### src/rtl/pipeline_pkg.sv
// pipeline_pkg: shared widths and bubble constants for the 5-stage core
package pipeline_pkg;
    localparam int XLEN      = 32;
    localparam int CTRL_W    = 8;
    localparam int REG_IDX_W = 5;
    localparam int CTRL_NOP  = 0;
    localparam logic BUBBLE_VALID     = 1'b0;
    localparam logic BUBBLE_MEM_READ  = 1'b0;
    localparam logic BUBBLE_REG_WRITE = 1'b0;
endpackage

### src/rtl/id_ex_stage_load_use_detect.sv
// load_use_detect: flags an ID instruction reading the destination of a load sitting in EX
module load_use_detect
    import pipeline_pkg::*;
(
    input  logic                 ex_valid,
    input  logic                 ex_mem_read,
    input  logic [REG_IDX_W-1:0] ex_rd,
    input  logic                 id_valid,
    input  logic [REG_IDX_W-1:0] id_rs1,
    input  logic [REG_IDX_W-1:0] id_rs2,
    output logic                 load_use
);
    // rs2 is always compared, even for formats that do not read it
    assign load_use = ex_valid && ex_mem_read && ex_rd != '0 && id_valid &&
                      (ex_rd == id_rs1 || ex_rd == id_rs2);
endmodule

### src/rtl/id_ex_stage.sv
// id_ex_stage: ID/EX pipeline register with WB write-through bypass and load-use bubbling
module id_ex_stage
    import pipeline_pkg::*;
#(
    parameter int XLEN   = pipeline_pkg::XLEN,
    parameter int CTRL_W = pipeline_pkg::CTRL_W
) (
    input  logic                 clk,
    input  logic                 rst,
    input  logic                 id_valid,
    input  logic [XLEN-1:0]      id_pc,
    input  logic [REG_IDX_W-1:0] id_rs1,
    input  logic [REG_IDX_W-1:0] id_rs2,
    input  logic [REG_IDX_W-1:0] id_rd,
    input  logic [XLEN-1:0]      id_imm,
    input  logic [CTRL_W-1:0]    id_ctrl,
    input  logic                 id_mem_read,
    input  logic                 id_reg_write,
    input  logic [XLEN-1:0]      rf_read_data1,
    input  logic [XLEN-1:0]      rf_read_data2,
    input  logic                 wb_reg_write,
    input  logic [REG_IDX_W-1:0] wb_write_reg,
    input  logic [XLEN-1:0]      wb_write_data,
    input  logic                 flush,
    input  logic                 hold,
    output logic                 stall_if_id,
    output logic                 ex_valid,
    output logic                 ex_mem_read,
    output logic                 ex_reg_write,
    output logic [XLEN-1:0]      ex_pc,
    output logic [XLEN-1:0]      ex_imm,
    output logic [XLEN-1:0]      ex_rs1_data,
    output logic [XLEN-1:0]      ex_rs2_data,
    output logic [REG_IDX_W-1:0] ex_rs1,
    output logic [REG_IDX_W-1:0] ex_rs2,
    output logic [REG_IDX_W-1:0] ex_rd,
    output logic [CTRL_W-1:0]    ex_ctrl,
    output logic [31:0]          bubble_count
);
    logic            load_use;
    logic [XLEN-1:0] rs1_data;
    logic [XLEN-1:0] rs2_data;

    load_use_detect u_lud (
        .ex_valid   (ex_valid),
        .ex_mem_read(ex_mem_read),
        .ex_rd      (ex_rd),
        .id_valid   (id_valid),
        .id_rs1     (id_rs1),
        .id_rs2     (id_rs2),
        .load_use   (load_use)
    );

    // the register file reads before its posedge write lands, so forward WB data here
    assign rs1_data = (id_rs1 == '0) ? '0 :
                      (wb_reg_write && wb_write_reg == id_rs1) ? wb_write_data : rf_read_data1;
    assign rs2_data = (id_rs2 == '0) ? '0 :
                      (wb_reg_write && wb_write_reg == id_rs2) ? wb_write_data : rf_read_data2;

    assign stall_if_id = hold || (load_use && !flush);

    always_ff @(posedge clk) begin
        if (rst || flush || (!hold && load_use)) begin
            ex_valid     <= BUBBLE_VALID;
            ex_mem_read  <= BUBBLE_MEM_READ;
            ex_reg_write <= BUBBLE_REG_WRITE;
            ex_ctrl      <= CTRL_W'(CTRL_NOP);
            ex_pc        <= '0;
            ex_imm       <= '0;
            ex_rs1_data  <= '0;
            ex_rs2_data  <= '0;
            ex_rs1       <= '0;
            ex_rs2       <= '0;
            ex_rd        <= '0;
        end else if (!hold) begin
            ex_valid     <= id_valid;
            ex_mem_read  <= id_valid && id_mem_read;
            ex_reg_write <= id_valid && id_reg_write;
            ex_ctrl      <= id_ctrl;
            ex_pc        <= id_pc;
            ex_imm       <= id_imm;
            ex_rs1_data  <= rs1_data;
            ex_rs2_data  <= rs2_data;
            ex_rs1       <= id_rs1;
            ex_rs2       <= id_rs2;
            ex_rd        <= id_rd;
        end
        if (rst)
            bubble_count <= '0;
        else if (!flush && !hold && load_use)
            bubble_count <= bubble_count + 32'd1;
    end
endmodule

### config.mk
export PLATFORM = sky130hd
export DESIGN_NAME = id_ex_stage
export DESIGN_NICKNAME = d
export VERILOG_FILES = /design/src/rtl/pipeline_pkg.sv /design/src/rtl/id_ex_stage_load_use_detect.sv /design/src/rtl/id_ex_stage.sv
export SDC_FILE = /design/constraint.sdc
export NUM_CORES = 1
export LEC_CHECK = 0
export ABC_CLOCK_PERIOD_IN_PS = 4030
export CAP_MARGIN = 20
export CORE_AREA = 2 2 150 152
export DETAILED_ROUTE_END_ITERATION = 10
export DIE_AREA = 0 0 152 154
export PLACE_DENSITY = 0.82
export SKIP_LAST_GASP = 1
export SYNTH_ARGS = -nofsm -noshare
export SYNTH_HDL_FRONTEND = slang
export SYNTH_HIERARCHICAL = 1
export SYNTH_SLANG_ARGS = --single-unit
### constraint.sdc
create_clock -name clk -period 4.03 [get_ports clk]
set_input_delay 0.403 -clock clk [delete_from_list [all_inputs] [get_ports clk]]
set_output_delay 0.403 -clock clk [all_outputs]
set_load 0.01 [all_outputs]
==> results.sh <==
export IMPL_area_growth_pct=60.79
export IMPL_track_usage=0.2320
export IMPL_crit_fanout=20
export IMPL_ys_warn_count=6
export IMPL_tritoncts="done"
export IMPL_routed_via_count=7978
export IMPL_cts_sinks=186
export IMPL_vias_per_cell=5.245
export IMPL_yosysUniqueCellTypes=36
export IMPL_drt_pass1_iter_count=5
export IMPL_hold_viol_final=0
export IMPL_grt_pass1_wl_mm=43.57
export IMPL_ant_nets=0
export IMPL_fillers=1837
export IMPL_portBuffers=382
export IMPL_gp_congestion=0.8971
export IMPL_grt_overflow=0
export IMPL_routed_wl_mm=27.85
export IMPL_grt_max_degree=91
export IMPL_chipWidth_um=152
export IMPL_clk_path_buf_depth=2
export IMPL_finalCriticalPeriod_ns=3.220
export IMPL_tns_ns=0
export IMPL_power_density_nw_per_um2=338.7
export IMPL_synth_ff_latch_count=186
export IMPL_post_route_util=0.5777
export IMPL_die_h_um=154
export IMPL_cts_root_buffer="clkbuf_16"
export IMPL_avgSynthCellArea_sq_um=8.845
export IMPL_maxSlewHeadroom=0.4788
export IMPL_timing_final_crit_share=0.7989
export IMPL_setup_violations=0
export IMPL_cts_max_level=4
export IMPL_worstSkewPairLatency_ns=0.43
export IMPL_avgRoutedWirePerCell_um=18.31
export IMPL_skew_ns=0.01654
export IMPL_whs_ns=0.4724
export IMPL_post_cts_buffers=0
export IMPL_p_leak_nw=4.492
export IMPL_irDropWorstVdd_mv=0.2577
export IMPL_hpwl_mm=20.57
export IMPL_fin_nets=1424
export IMPL_cts_hold_buffers=0
export IMPL_worst_ep_arrival_time_ns=3.53
export IMPL_cts_resized=0
export IMPL_initialDrtViolationCount=444
export IMPL_holdCritPathClass="flip-flop to flip-flop"
export IMPL_post_route_cells_drive_above_1_share=0.05242
export IMPL_critPathLaunchType="input port"
export IMPL_ys_seq_area_frac=0.4778
export IMPL_rsz0062_at_grt="false"
export IMPL_antenna_found_initial=2
export IMPL_slew_violations=0
export IMPL_cp_data_required_time_ns=4.34
export IMPL_crit_type="input port to flip-flop"
export IMPL_tightest_slew_ns=0.7819
export IMPL_core_sq_um=21690
export IMPL_drc=0
export IMPL_synthCells=881
export IMPL_clkTransAtPathRegs_ns=0.07
export IMPL_syn_nets=1078
export IMPL_initial_core_util=0.3593
export IMPL_fmax_ghz=0.3106
export IMPL_die_area_sq_um=23410
export IMPL_rows=54
export IMPL_cts_buffers=17
export IMPL_grt_pass1_vias=7828
export IMPL_cp_end_kind="flip-flop"
export IMPL_outcome="finished, final reports clean"
export IMPL_cap_violations=0
export IMPL_num_io_pins=383
export IMPL_syn_area_sq_um=7792
[through the flow]
step	cells	setup slack [ns]	area, sq um	total power [mW]
after floorplan	881	1.163	7792	2.164
after global placement	1488	0.3818	11910	2.533
after detailed placement	1488	0.3525	11910	2.541
after CTS	1520	0.7987	12530	4.292
after global routing	1521	0.6319	12530	4.409
final	1521	0.8103	12530	4.243
[state kept, by name, summed over array words and instances (netlist names)]
signal,count
bubble_count,32
ex_ctrl,8
ex_imm,32
ex_mem_read,1
ex_pc,32
ex_rd,5
ex_reg_write,1
ex_rs1,5
ex_rs1_data,32
ex_rs2,5
ex_rs2_data,32
ex_valid,1
[layout by cell type (no fill, tap or decap), types with 17 or more instances in the layout]
cell type        count
clkdlybuf4s50_1    381
dfxtp_1            186
nand2_1            139
nor2_1             108
mux2i_1             88
nand4_1             77
o211ai_1            64
xor2_1              20
a21oi_1             19
clkbuf_16           17
[final cells by class]
| type | count | area, sq um | area share |
|---|---|---|---|
| timing repair buffer | 401 | 4014 | 0.3204 |
| multi-input combinational | 620 | 3819 | 0.3048 |
| sequential | 186 | 3724 | 0.2972 |
| clock buffer | 18 | 439.2 | 0.03505 |
| tap | 280 | 350.3 | 0.02796 |
| clock inverter | 14 | 177.7 | 0.01418 |
| inverter | 1 | 3.754 | 0.0002996 |
| antenna | 1 | 2.502 | 0.0001997 |
[critical path: stages]
cell	delay (ns)
clkdlybuf4s50_1	0.50
xor2_1	0.20
nor3_1	0.17
nand3_1	0.13
a21oi_1	0.26
or3b_1	0.51
or4_4	0.65
nor4_1	0.34
mux2_2	0.36
[metal layers]
metal	share of wire	global-route usage	vias to the layer above	wire (um)
li1	-	-	3818	-
met1	0.38	0.2652	3730	10680
met2	0.50	0.4022	380	13850
met3	0.093	0.08371	48	2597
met4	0.025	0.07833	2	706
met5	0.00061	0	-	17
[final timing paths]
check                             endpoint  cells after the start  slack [ns]                          from
min           ex_rs2_data[18]$_SDFFE_PP0N_                      2        0.47  ex_rs2_data[18]$_SDFFE_PP0N_
min reg2reg   ex_rs2_data[18]$_SDFFE_PP0N_                      2        0.47  ex_rs2_data[18]$_SDFFE_PP0N_
max reg2reg  bubble_count[23]$_SDFFE_PP0P_                      8        0.88         ex_rd[2]$_SDFFE_PP0N_
max          bubble_count[23]$_SDFFE_PP0P_                      9        0.81                     id_rs1[0]
[synthesized netlist by cell type]
master       n  area (sq um)
nor2b_1      5         31.28
o21ai_0      7         35.03
o31ai_1     10         75.07
nand4_1     77         481.7
buf_1        2         7.510
nand3_1     10         50.05
or3b_1       1         8.760
xor2_1      20         175.2
and4_1       3         26.28
nor4bb_1     1         10.01
dfxtp_1    186          3724
or3_1        8         50.05
a22oi_1      2         15.01
a21oi_1     21         105.1
clkbuf_1    69         259.0
or2_2        2         12.51
o2111ai_1    1         8.760
nor3_1       6         30.03
xnor2_1     10         87.58
nand2_1    139         521.8
mux2i_1     88         880.8
o21ai_1      1         5.000
buf_2        1         5.000
nor4_1       7         43.79
buf_6        2         22.52
o211ai_1    64         480.5
and2_0       2         12.51
and2_1       3         18.77
mux2_2       4         45.04
inv_1        1         3.750
nor2_1     108         405.4
or4_1       14         105.1
and3_1       3         18.77
o21bai_1     1         7.510
ha_1         1         12.51
or4_4        1         11.26
[kinds of logic after synthesis]
group / synth area share
simple gates: 0.2359
flops: 0.4778
compound gates: 0.09393
mux: 0.1188
buf+inv: 0.03821
xor+xnor: 0.03372
fa+ha+maj: 0.001605
[power breakdown]
part / internal (mW) / switching [mW] / leakage (nW)
Sequential: 1.89 / 0.0295 / 1.51
Clock: 0.914 / 0.831 / 0.304
Combinational: 0.335 / 0.246 / 2.68
Total: 3.14 / 1.11 / 4.49
Power figures use the tool's default switching activity.
